File: src/rtl/wb_commit_grf_if.sv
// Writeback-side bus of the GRF commit block: the WB instruction, decode read
// ports, forwarded write data and the commit trace.
interface wb_commit_grf_if;
  logic [31:0] pc_Wb;
  logic [31:0] instr_Wb;
  logic [31:0] dmRd_Wb;
  logic [31:0] aluAns_Wb;
  logic [4:0]  grfWa_Wb;
  logic        ifWrGrf_Wb;
  logic [4:0]  grfRa1_D;
  logic [4:0]  grfRa2_D;
  logic [31:0] grfRd1_D;
  logic [31:0] grfRd2_D;
  logic [31:0] grfWd_Wb;
  logic [31:0] commitCnt;
  logic [4:0]  lastWa;
  logic [31:0] lastWd;
  logic [31:0] lastPc;

  modport master (
    output pc_Wb, instr_Wb, dmRd_Wb, aluAns_Wb, grfWa_Wb, ifWrGrf_Wb,
           grfRa1_D, grfRa2_D,
    input  grfRd1_D, grfRd2_D, grfWd_Wb, commitCnt, lastWa, lastWd, lastPc
  );

  modport slave (
    input  pc_Wb, instr_Wb, dmRd_Wb, aluAns_Wb, grfWa_Wb, ifWrGrf_Wb,
           grfRa1_D, grfRa2_D,
    output grfRd1_D, grfRd2_D, grfWd_Wb, commitCnt, lastWa, lastWd, lastPc
  );
endinterface

File: src/rtl/wb_commit_grf.sv
// WB-stage write-data select, 31x32 general register file and commit trace.
// Optional macro GRF_WB_BYPASS_EN: same-cycle write-to-read bypass on both ports.
module wb_commit_grf (
  input  logic            clk,
  input  logic            reset_Wb,
  wb_commit_grf_if.slave  wb
);
  localparam logic [5:0] OP_RTYPE = 6'h00;
  localparam logic [5:0] OP_JAL   = 6'h03;
  localparam logic [5:0] OP_LB    = 6'h20;
  localparam logic [5:0] OP_LH    = 6'h21;
  localparam logic [5:0] OP_LW    = 6'h23;
  localparam logic [5:0] OP_LBU   = 6'h24;
  localparam logic [5:0] OP_LHU   = 6'h25;
  localparam logic [5:0] FN_JALR  = 6'h09;

  logic [31:0] regs [31:1];
  logic [31:0] commit_cnt;
  logic [4:0]  last_wa;
  logic [31:0] last_wd, last_pc;

  logic [5:0]  opcode, funct;
  logic [7:0]  byte_sel;
  logic [15:0] half_sel;
  logic [31:0] wd;
  logic        we;

  assign opcode = wb.instr_Wb[31:26];
  assign funct  = wb.instr_Wb[5:0];

  // Little-endian lane picks; halfwords ignore address bit 0
  always_comb begin
    byte_sel = wb.dmRd_Wb[7:0];
    case (wb.aluAns_Wb[1:0])
      2'd0: byte_sel = wb.dmRd_Wb[7:0];
      2'd1: byte_sel = wb.dmRd_Wb[15:8];
      2'd2: byte_sel = wb.dmRd_Wb[23:16];
      2'd3: byte_sel = wb.dmRd_Wb[31:24];
      default: byte_sel = wb.dmRd_Wb[7:0];
    endcase
  end

  assign half_sel = wb.aluAns_Wb[1] ? wb.dmRd_Wb[31:16] : wb.dmRd_Wb[15:0];

  always_comb begin
    wd = wb.aluAns_Wb;
    case (opcode)
      OP_LW:    wd = wb.dmRd_Wb;
      OP_LB:    wd = {{24{byte_sel[7]}}, byte_sel};
      OP_LBU:   wd = {24'h0, byte_sel};
      OP_LH:    wd = {{16{half_sel[15]}}, half_sel};
      OP_LHU:   wd = {16'h0, half_sel};
      OP_JAL:   wd = wb.pc_Wb + 32'd8;
      OP_RTYPE: if (funct == FN_JALR) wd = wb.pc_Wb + 32'd8;
      default:  wd = wb.aluAns_Wb;
    endcase
  end

  assign we = reset_Wb & wb.ifWrGrf_Wb & (wb.grfWa_Wb != 5'd0);

  function automatic logic [31:0] rd_port(input logic [4:0] ra);
    logic [31:0] v;
    v = (ra == 5'd0) ? 32'h0 : regs[ra];
`ifdef GRF_WB_BYPASS_EN
    if (we && (wb.grfWa_Wb == ra)) v = wd;
`endif
    return v;
  endfunction

  assign wb.grfRd1_D  = rd_port(wb.grfRa1_D);
  assign wb.grfRd2_D  = rd_port(wb.grfRa2_D);
  assign wb.grfWd_Wb  = wd;
  assign wb.commitCnt = commit_cnt;
  assign wb.lastWa    = last_wa;
  assign wb.lastWd    = last_wd;
  assign wb.lastPc    = last_pc;

  // Reset wins over a coincident write; that write is dropped for good
  always_ff @(posedge clk) begin
    if (!reset_Wb) begin
      for (int k = 1; k < 32; k++) regs[k] <= 32'h0;
      commit_cnt <= 32'h0;
      last_wa    <= 5'h0;
      last_wd    <= 32'h0;
      last_pc    <= 32'h0;
    end else if (we) begin
      regs[wb.grfWa_Wb] <= wd;
      commit_cnt        <= commit_cnt + 32'd1;
      last_wa           <= wb.grfWa_Wb;
      last_wd           <= wd;
      last_pc           <= wb.pc_Wb;
    end
  end
endmodule
File: src/flat_wrapper.sv
// flat-port wrapper written by rule: the top's interface ports become plain ports
module wb_commit_grf_flat 
  (clk, reset_Wb, wb_pc_Wb, wb_instr_Wb, wb_dmRd_Wb, wb_aluAns_Wb, wb_grfWa_Wb, wb_ifWrGrf_Wb, wb_grfRa1_D, wb_grfRa2_D, wb_grfRd1_D, wb_grfRd2_D, wb_grfWd_Wb, wb_commitCnt, wb_lastWa, wb_lastWd, wb_lastPc);
  wb_commit_grf_if wb_i ();
  input  logic clk;
  input  logic reset_Wb;
  input wire logic [$bits(wb_i.pc_Wb)-1:0] wb_pc_Wb;
  input wire logic [$bits(wb_i.instr_Wb)-1:0] wb_instr_Wb;
  input wire logic [$bits(wb_i.dmRd_Wb)-1:0] wb_dmRd_Wb;
  input wire logic [$bits(wb_i.aluAns_Wb)-1:0] wb_aluAns_Wb;
  input wire logic [$bits(wb_i.grfWa_Wb)-1:0] wb_grfWa_Wb;
  input wire logic [$bits(wb_i.ifWrGrf_Wb)-1:0] wb_ifWrGrf_Wb;
  input wire logic [$bits(wb_i.grfRa1_D)-1:0] wb_grfRa1_D;
  input wire logic [$bits(wb_i.grfRa2_D)-1:0] wb_grfRa2_D;
  output wire logic [$bits(wb_i.grfRd1_D)-1:0] wb_grfRd1_D;
  output wire logic [$bits(wb_i.grfRd2_D)-1:0] wb_grfRd2_D;
  output wire logic [$bits(wb_i.grfWd_Wb)-1:0] wb_grfWd_Wb;
  output wire logic [$bits(wb_i.commitCnt)-1:0] wb_commitCnt;
  output wire logic [$bits(wb_i.lastWa)-1:0] wb_lastWa;
  output wire logic [$bits(wb_i.lastWd)-1:0] wb_lastWd;
  output wire logic [$bits(wb_i.lastPc)-1:0] wb_lastPc;
  assign wb_i.pc_Wb = wb_pc_Wb;
  assign wb_i.instr_Wb = wb_instr_Wb;
  assign wb_i.dmRd_Wb = wb_dmRd_Wb;
  assign wb_i.aluAns_Wb = wb_aluAns_Wb;
  assign wb_i.grfWa_Wb = wb_grfWa_Wb;
  assign wb_i.ifWrGrf_Wb = wb_ifWrGrf_Wb;
  assign wb_i.grfRa1_D = wb_grfRa1_D;
  assign wb_i.grfRa2_D = wb_grfRa2_D;
  assign wb_grfRd1_D = wb_i.grfRd1_D;
  assign wb_grfRd2_D = wb_i.grfRd2_D;
  assign wb_grfWd_Wb = wb_i.grfWd_Wb;
  assign wb_commitCnt = wb_i.commitCnt;
  assign wb_lastWa = wb_i.lastWa;
  assign wb_lastWd = wb_i.lastWd;
  assign wb_lastPc = wb_i.lastPc;
  wb_commit_grf u_core (.clk(clk), .reset_Wb(reset_Wb), .wb(wb_i));
endmodule
File: config.mk
export PLATFORM = sky130hd
export DESIGN_NAME = wb_commit_grf_flat
export DESIGN_NICKNAME = d
export VERILOG_FILES = /design/src/rtl/wb_commit_grf_if.sv /design/src/rtl/wb_commit_grf.sv /design/src/flat_wrapper.sv
export SDC_FILE = /design/constraint.sdc
export NUM_CORES = 2
export LEC_CHECK = 0
export CAP_MARGIN = 40
export CORE_MARGIN = 4
export CORE_UTILIZATION = 25
export CTS_BUF_LIST = sky130_fd_sc_hd__clkbuf_8
export CTS_CLUSTER_DIAMETER = 120
export DETAILED_ROUTE_END_ITERATION = 7
export GPL_TIMING_DRIVEN = 1
export HOLD_SLACK_MARGIN = 0.06
export PLACE_DENSITY = 0.54
export SYNTH_ARGS = -nofsm -noshare
export SYNTH_HDL_FRONTEND = slang
export SYNTH_SLANG_ARGS = --single-unit
File: constraint.sdc
create_clock -name clk -period 3.96 [get_ports clk]
set_input_delay 0.99 -clock clk [delete_from_list [all_inputs] [get_ports clk]]
set_output_delay 0.99 -clock clk [all_outputs]
set_load 0.02 [all_outputs]
# --- After elaboration in Yosys (flattened, before gate mapping) ---
# Memory sizes are Yosys's and may differ from the RTL's.
# Cells that the tools add are included.
word_totals:
  register_bits: 101
  mem_bits_rw: 992
  in_bits: 146
  out_inout_bits: 197
  wordCells: 38
  mem_count: 1
op_classes:
  n_addsub: 2
  n_eq_ne: 10
  muxes: 13
  bitwise_logic: 2
  n_reduce_logical: 6
memory_table:
  columns: ["name", "words", "width", "read_ports", "rd_ports_with_merged_regs", "write_ports", "line", "rtl"]
  rows:
  - ["u_core.regs", 31, 32, 2, 0, 31, "wb_commit_grf.sv:17", "logic [31:0] regs [31:1];"]
ops:
  columns: ["operator", "n"]
  rows:
  - ["$pmux 32 s7", 1]
  - ["$mux 32", 4]
  - ["$add 32x1->32 const B", 1]
  - ["$add 32x4->32 const B", 1]
  - ["$pmux 8 s4", 1]
  - ["$reduce_or 32->1", 1]
  - ["$eq 6x6->1 const B", 5]
  - ["$mux 16", 1]
  - ["$logic_not 5->1", 2]
  - ["$eq 6x2->1 const B", 1]
  - ["$eq 6x4->1 const B", 1]
  - ["$logic_not 6->1", 1]
  - ["$mux 1", 5]
  - ["$mux 5", 1]
  - ["$reduce_bool 5->1", 1]
  - ["$eq 2x2->1 const B", 2]
  - ["$and 1x1->1", 2]
  - ["$eq 2x1->1 const B", 1]
  - ["$logic_not 2->1", 1]

# --- Longest topological paths before layout ---
logic_depth:
  ltp_word: 7
  depth_mapped: 10
  mapped_depth_nobuf: 7

# --- Least setup slack after synthesis ---
# No wires, ideal clock.
synth_timing:
  path_kind: "input-to-output"
  start: "in wb_grfRa2_D[0]"
  end: "out wb_grfRd2_D[21]"
  arrival_time_ns: 3.259
  required_time_ns: 2.970
  slack_ns: -0.289
  cell_stages: 7
  path_buffers: 3
  cell_sequence: "clkbuf_1 -> buf_2 -> buf_1 -> mux4_2 -> mux4_2 -> nand2_1 -> o21ai_0"
synth_between:
  elab_chain_cells: 2
  word_cells_on_any_way: 3
synth_rtl:
  columns: ["item", "line", "rtl"]
  rows:
  - ["start: declaration", "flat_wrapper.sv:14", "input wire logic [$bits(wb_i.grfRa2_D)-1:0] wb_grfRa2_D;"]
  - ["$mem_v2 31x32 / $logic_not 5->1 (equally long branches)", null, null]
  - ["$mux 32 (*)", "wb_commit_grf.sv:63", "v = (ra == 5'd0) ? 32'h0 : regs[ra];"]
  - ["end: declaration", "flat_wrapper.sv:16", "output wire logic [$bits(wb_i.grfRd2_D)-1:0] wb_grfRd2_D;"]
# Every way passes the cells marked *; elsewhere a longest branch is shown, timed or not.

# --- Final worst setup path ---
layout_timing:
  start: "in wb_pc_Wb[7]"
  end: "out wb_grfWd_Wb[31]"
layout_between:
  elab_chain_cells: 3
layout_rtl:
  columns: ["item", "line", "rtl"]
  rows:
  - ["start: declaration", "flat_wrapper.sv:7", "input wire logic [$bits(wb_i.pc_Wb)-1:0] wb_pc_Wb;"]
  - ["$add 32x4->32 (*)", "wb_commit_grf.sv:53, wb_commit_grf.sv:54", null]
  - ["$mux 32", "wb_commit_grf.sv:54", "OP_RTYPE: if (funct == FN_JALR) wd = wb.pc_Wb + 32'd8;"]
  - ["$pmux 32 s7 (*)", "wb_commit_grf.sv:47", "case (opcode)"]
  - ["end: declaration", "flat_wrapper.sv:17", "output wire logic [$bits(wb_i.grfWd_Wb)-1:0] wb_grfWd_Wb;"]
# Marks and branches as above.

==> impl_metrics.json <==
{
  "status": "complete, but fails checks",
  "failed_checks": "setup timing",
  "final_antenna_net_count": 0,
  "p_clk_share_pct": 33.6,
  "via_per_inst": 5.21,
  "clock_tree.root_cell": "clkbuf_8",
  "intPower_uw": 21200,
  "drive_above_1_share_pct": 41.2,
  "post-dp-hpwl_um": 156000,
  "cp_slowest_cell": "or4_4",
  "period_minus_slack_ns": 4.16,
  "hold_class": "in -> reg",
  "seq_area_frac_synth_pct": 57.3,
  "pre_cts_ws_ns": -1.17,
  "fp-row-count": 175,
  "synth.distinct_cells": 60,
  "clkLatencyLatePin_ns": 0.92,
  "seqPwrFrac_pct": 47.0,
  "synth_area_mm2": 0.0571,
  "clock_path_buffers": 3,
  "worstHoldStart": "wb_pc_Wb[8]",
  "ys.flop_type": "edfxtp_1",
  "drtPass1Iterations": 5,
  "crit_required_ns": 2.97,
  "synth_edf_count": 1024,
  "startpoint": "wb_pc_Wb[7]",
  "grt.total_usage_pct": 19.6,
  "grt_pass1_wl_um": 328000,
  "final-max-slew-violation-count": 0,
  "min_path_cells": 4,
  "drc": 0,
  "io_buffers": 322,
  "clock.fmax_mhz": 240,
  "setup_viol": 54,
  "worst_setup_path_end_kind": "output port",
  "ys_seq_elements": 1125,
  "cts_tree": "yes",
  "syn_inst": 3982,
  "fin_ws_ns": -0.200,
  "coreArea_mm2": 0.227,
  "timing.rr.start": "u_core.wb.commitCnt[0]$_SDFFE_PN0P_",
  "via_count": 41553,
  "die-height_um": 486,
  "hold_viol": 0,
  "cts.sinks": 1125,
  "synth_warnings": 0,
  "gr-total-overflow": 0,
  "path_cells": "buf_6 > nand4_1 > or4_4 > buf_8 > nor4_4 > xor2_2 > a21oi_4 > buf_12 > clkinvlp_4 > buf_12 > buf_8",
  "p_leak_uw": 0.0273,
  "max_cap_violations": 0,
  "cp_data_arrival_time_ns": 3.17,
  "synthToLayoutAreaGrowth_pct": 33.8,
  "nets": 4960,
  "ir_drop_uv": 331,
  "drtIter0Drc": 4825,
  "timing.setup.tns_ns": -4.24,
  "path_clk_slew_ns": 0.05,
  "htree_levels": 4,
  "max_stage_delay_ns": 0.61,
  "power_density_mw_per_mm2": 388,
  "die_w_um": 486,
  "pin_count": 343,
  "wire_per_inst_um": 29.7,
  "rsz0062_at_grt": "true",
  "antenna_found_initial": 27,
  "swShare_pct": 28.6,
  "combPwrFrac_pct": 19.4,
  "gp_congestion": 0.883,
  "p_switching_uw": 8480,
  "die_area_mm2": 0.236,
  "grt_pass1_vias": 42028,
  "syn_area_per_cell_um2": 14.4,
  "grt_max_degree": 70,
  "fin_skew_ns": 0.0517,
  "critPathKind": "in -> out",
  "period_share_pct": 105,
  "path_max_fanout": 3,
  "worstRegToRegCells": 7,
  "slew_headroom_pct": 50.3,
  "fillers": 21960,
  "max_slew.worst_pin.slew_ns": 0.746,
  "wl_um": 237000,
  "postSynth.asyncResetShare_pct": 0,
  "holdPathEnd": "u_core.wb.lastPc[8]$_SDFFE_PN0P_",
  "r2r_slack_ns": 1.77,
  "initial_core_util_pct": 25.1,
  "critPathLaunchType": "input port",
  "r2r-end": "u_core.wb.commitCnt[28]$_SDFFE_PN0P_",
  "numCtsBuffers": 192
}
-- registers in the layout, indices dropped and copies added (netlist names) --
signal and count:
u_core.regs 1024, u_core.wb.commitCnt 32, u_core.wb.lastPc 32, u_core.wb.lastWa 5
u_core.wb.lastWd 32
-- area by class of cell --
class	count	area [um^2]	area share, %
Sequential cell	1125	32800	42.9
Multi-Input combinational cell	2379	24000	31.4
Timing Repair Buffer	1010	11900	15.5
Tap cell	3009	3760	4.93
Clock buffer	204	2810	3.67
Clock inverter	140	698	0.913
Inverter	104	494	0.647
Antenna cell	6	15.0	0.0196
-- critical path, delay by kind of cell --
kind / cells / cell delay [ns]
XOR/XNOR: 1 / 0.14
AND/OR/NAND/NOR: 3 / 1.09
AO/OA/AOI/OAI: 1 / 0.18
buffers and inverters: 6 / 0.73
-- synthesized netlist by cell type, types with 3 or more instances --
| cell | n | share of area [%] |
|---|---|---|
| buf_1 | 47 | 0.31 |
| dfxtp_1 | 101 | 3.5 |
| buf_6 | 5 | 0.099 |
| edfxtp_1 | 1024 | 54 |
| nand4_1 | 13 | 0.14 |
| nor2_1 | 1037 | 6.8 |
| nor3_1 | 8 | 0.070 |
| or4_1 | 7 | 0.092 |
| inv_2 | 11 | 0.072 |
| nor4_1 | 6 | 0.066 |
| mux4_2 | 647 | 25 |
| o22ai_2 | 3 | 0.066 |
| a211oi_2 | 6 | 0.13 |
| o21ai_0 | 134 | 1.2 |
| nand2b_1 | 3 | 0.033 |
| buf_2 | 77 | 0.67 |
| clkbuf_1 | 265 | 1.7 |
| and4_1 | 8 | 0.12 |
| and3_1 | 13 | 0.14 |
| xor2_1 | 29 | 0.44 |
| nand2_1 | 227 | 1.5 |
| and2_1 | 12 | 0.13 |
| inv_1 | 93 | 0.61 |
| nand3_1 | 63 | 0.55 |
| a21oi_1 | 18 | 0.16 |
| o31ai_1 | 4 | 0.053 |
| a22o_1 | 3 | 0.046 |
| xnor2_1 | 24 | 0.37 |
| nor3b_1 | 5 | 0.066 |
| a22oi_1 | 5 | 0.066 |
| a221o_1 | 24 | 0.42 |
| a21oi_2 | 10 | 0.15 |
| buf_4 | 11 | 0.14 |
| a221oi_2 | 6 | 0.16 |
-- power groups by stage --
stage,logic [uW],registers [uW],clock network [uW]
CTS,5620,13900,10200
finish,5740,13900,9980
floorplan,2470,14100,0
detailed placement,5010,14200,0
global placement,5000,14100,0
global route,5940,14000,10700
-- routing by layer --
metal	wire length, um	part of all wire (%)	GRT usage, %
met1	92300	39	25.9
met5	118	0.050	0
met4	9510	4.0	7.75
met2	111000	47	31.0
met3	24500	10	4.89
-- metrics by stage --
step	hold slack, ns	util (%)	instance area (um^2)	cells	total power [uW]
floorplan	0.533	-	57400	4013	16600
global placement	0.446	30.0	68200	7439	19100
detailed placement	0.451	30.0	68200	7439	19200
CTS	0.291	33.2	75600	7949	29700
global route	0.371	33.6	76400	7975	30600
finish	0.399	33.6	76400	7977	29700
-- cells in the final DEF, fill, tap and decap left out, types with 68 or more instances in the layout --
cell,synthesis,final
dfxtp_1,101,101
clkdlybuf4s50_1,0,159
mux4_2,647,647
nor2_1,1037,1034
nand2_1,227,111
buf_4,11,393
nand2_2,0,108
edfxtp_1,1024,1024
buf_12,0,160
o21ai_0,134,68
inv_1,93,89
buf_6,5,167
clkbuf_8,0,204
-- cells by family after synthesis --
kind of cell / synth area share (%)
buf+inv: 3.65
xor+xnor: 0.812
mux: 25.6
compound gates: 2.66
other cells: 0.00656
flops: 57.3
fa+ha+maj: 0.0438
simple gates: 9.91
-- timing repair --
| item | CTS | global route |
|---|---|---|
| hold endpoints to repair | 0 | 0 |
| pin swaps | 65 | 44 |
| cloned | 29 | 3 |
| hold buffers | 0 | 0 |
| endpoints found under the setup margin | 96 | 93 |
| resized for setup | 872 | 190 |
| buffers inserted | 161 | 44 |
-- how the worst max path moves through the flow --
stage / end / slack, ns / cells after the start
after CTS: wb_grfWd_Wb[31] / -0.20 / 11
after floorplan: wb_grfWd_Wb[24] / -0.01 / 9
after global routing: wb_grfWd_Wb[31] / -0.29 / 11
after global placement: wb_grfWd_Wb[31] / -1.13 / 9
after detailed placement: wb_grfWd_Wb[31] / -1.17 / 9
final: wb_grfWd_Wb[31] / -0.20 / 11
No activity file was read; power rests on OpenSTA's default activity.
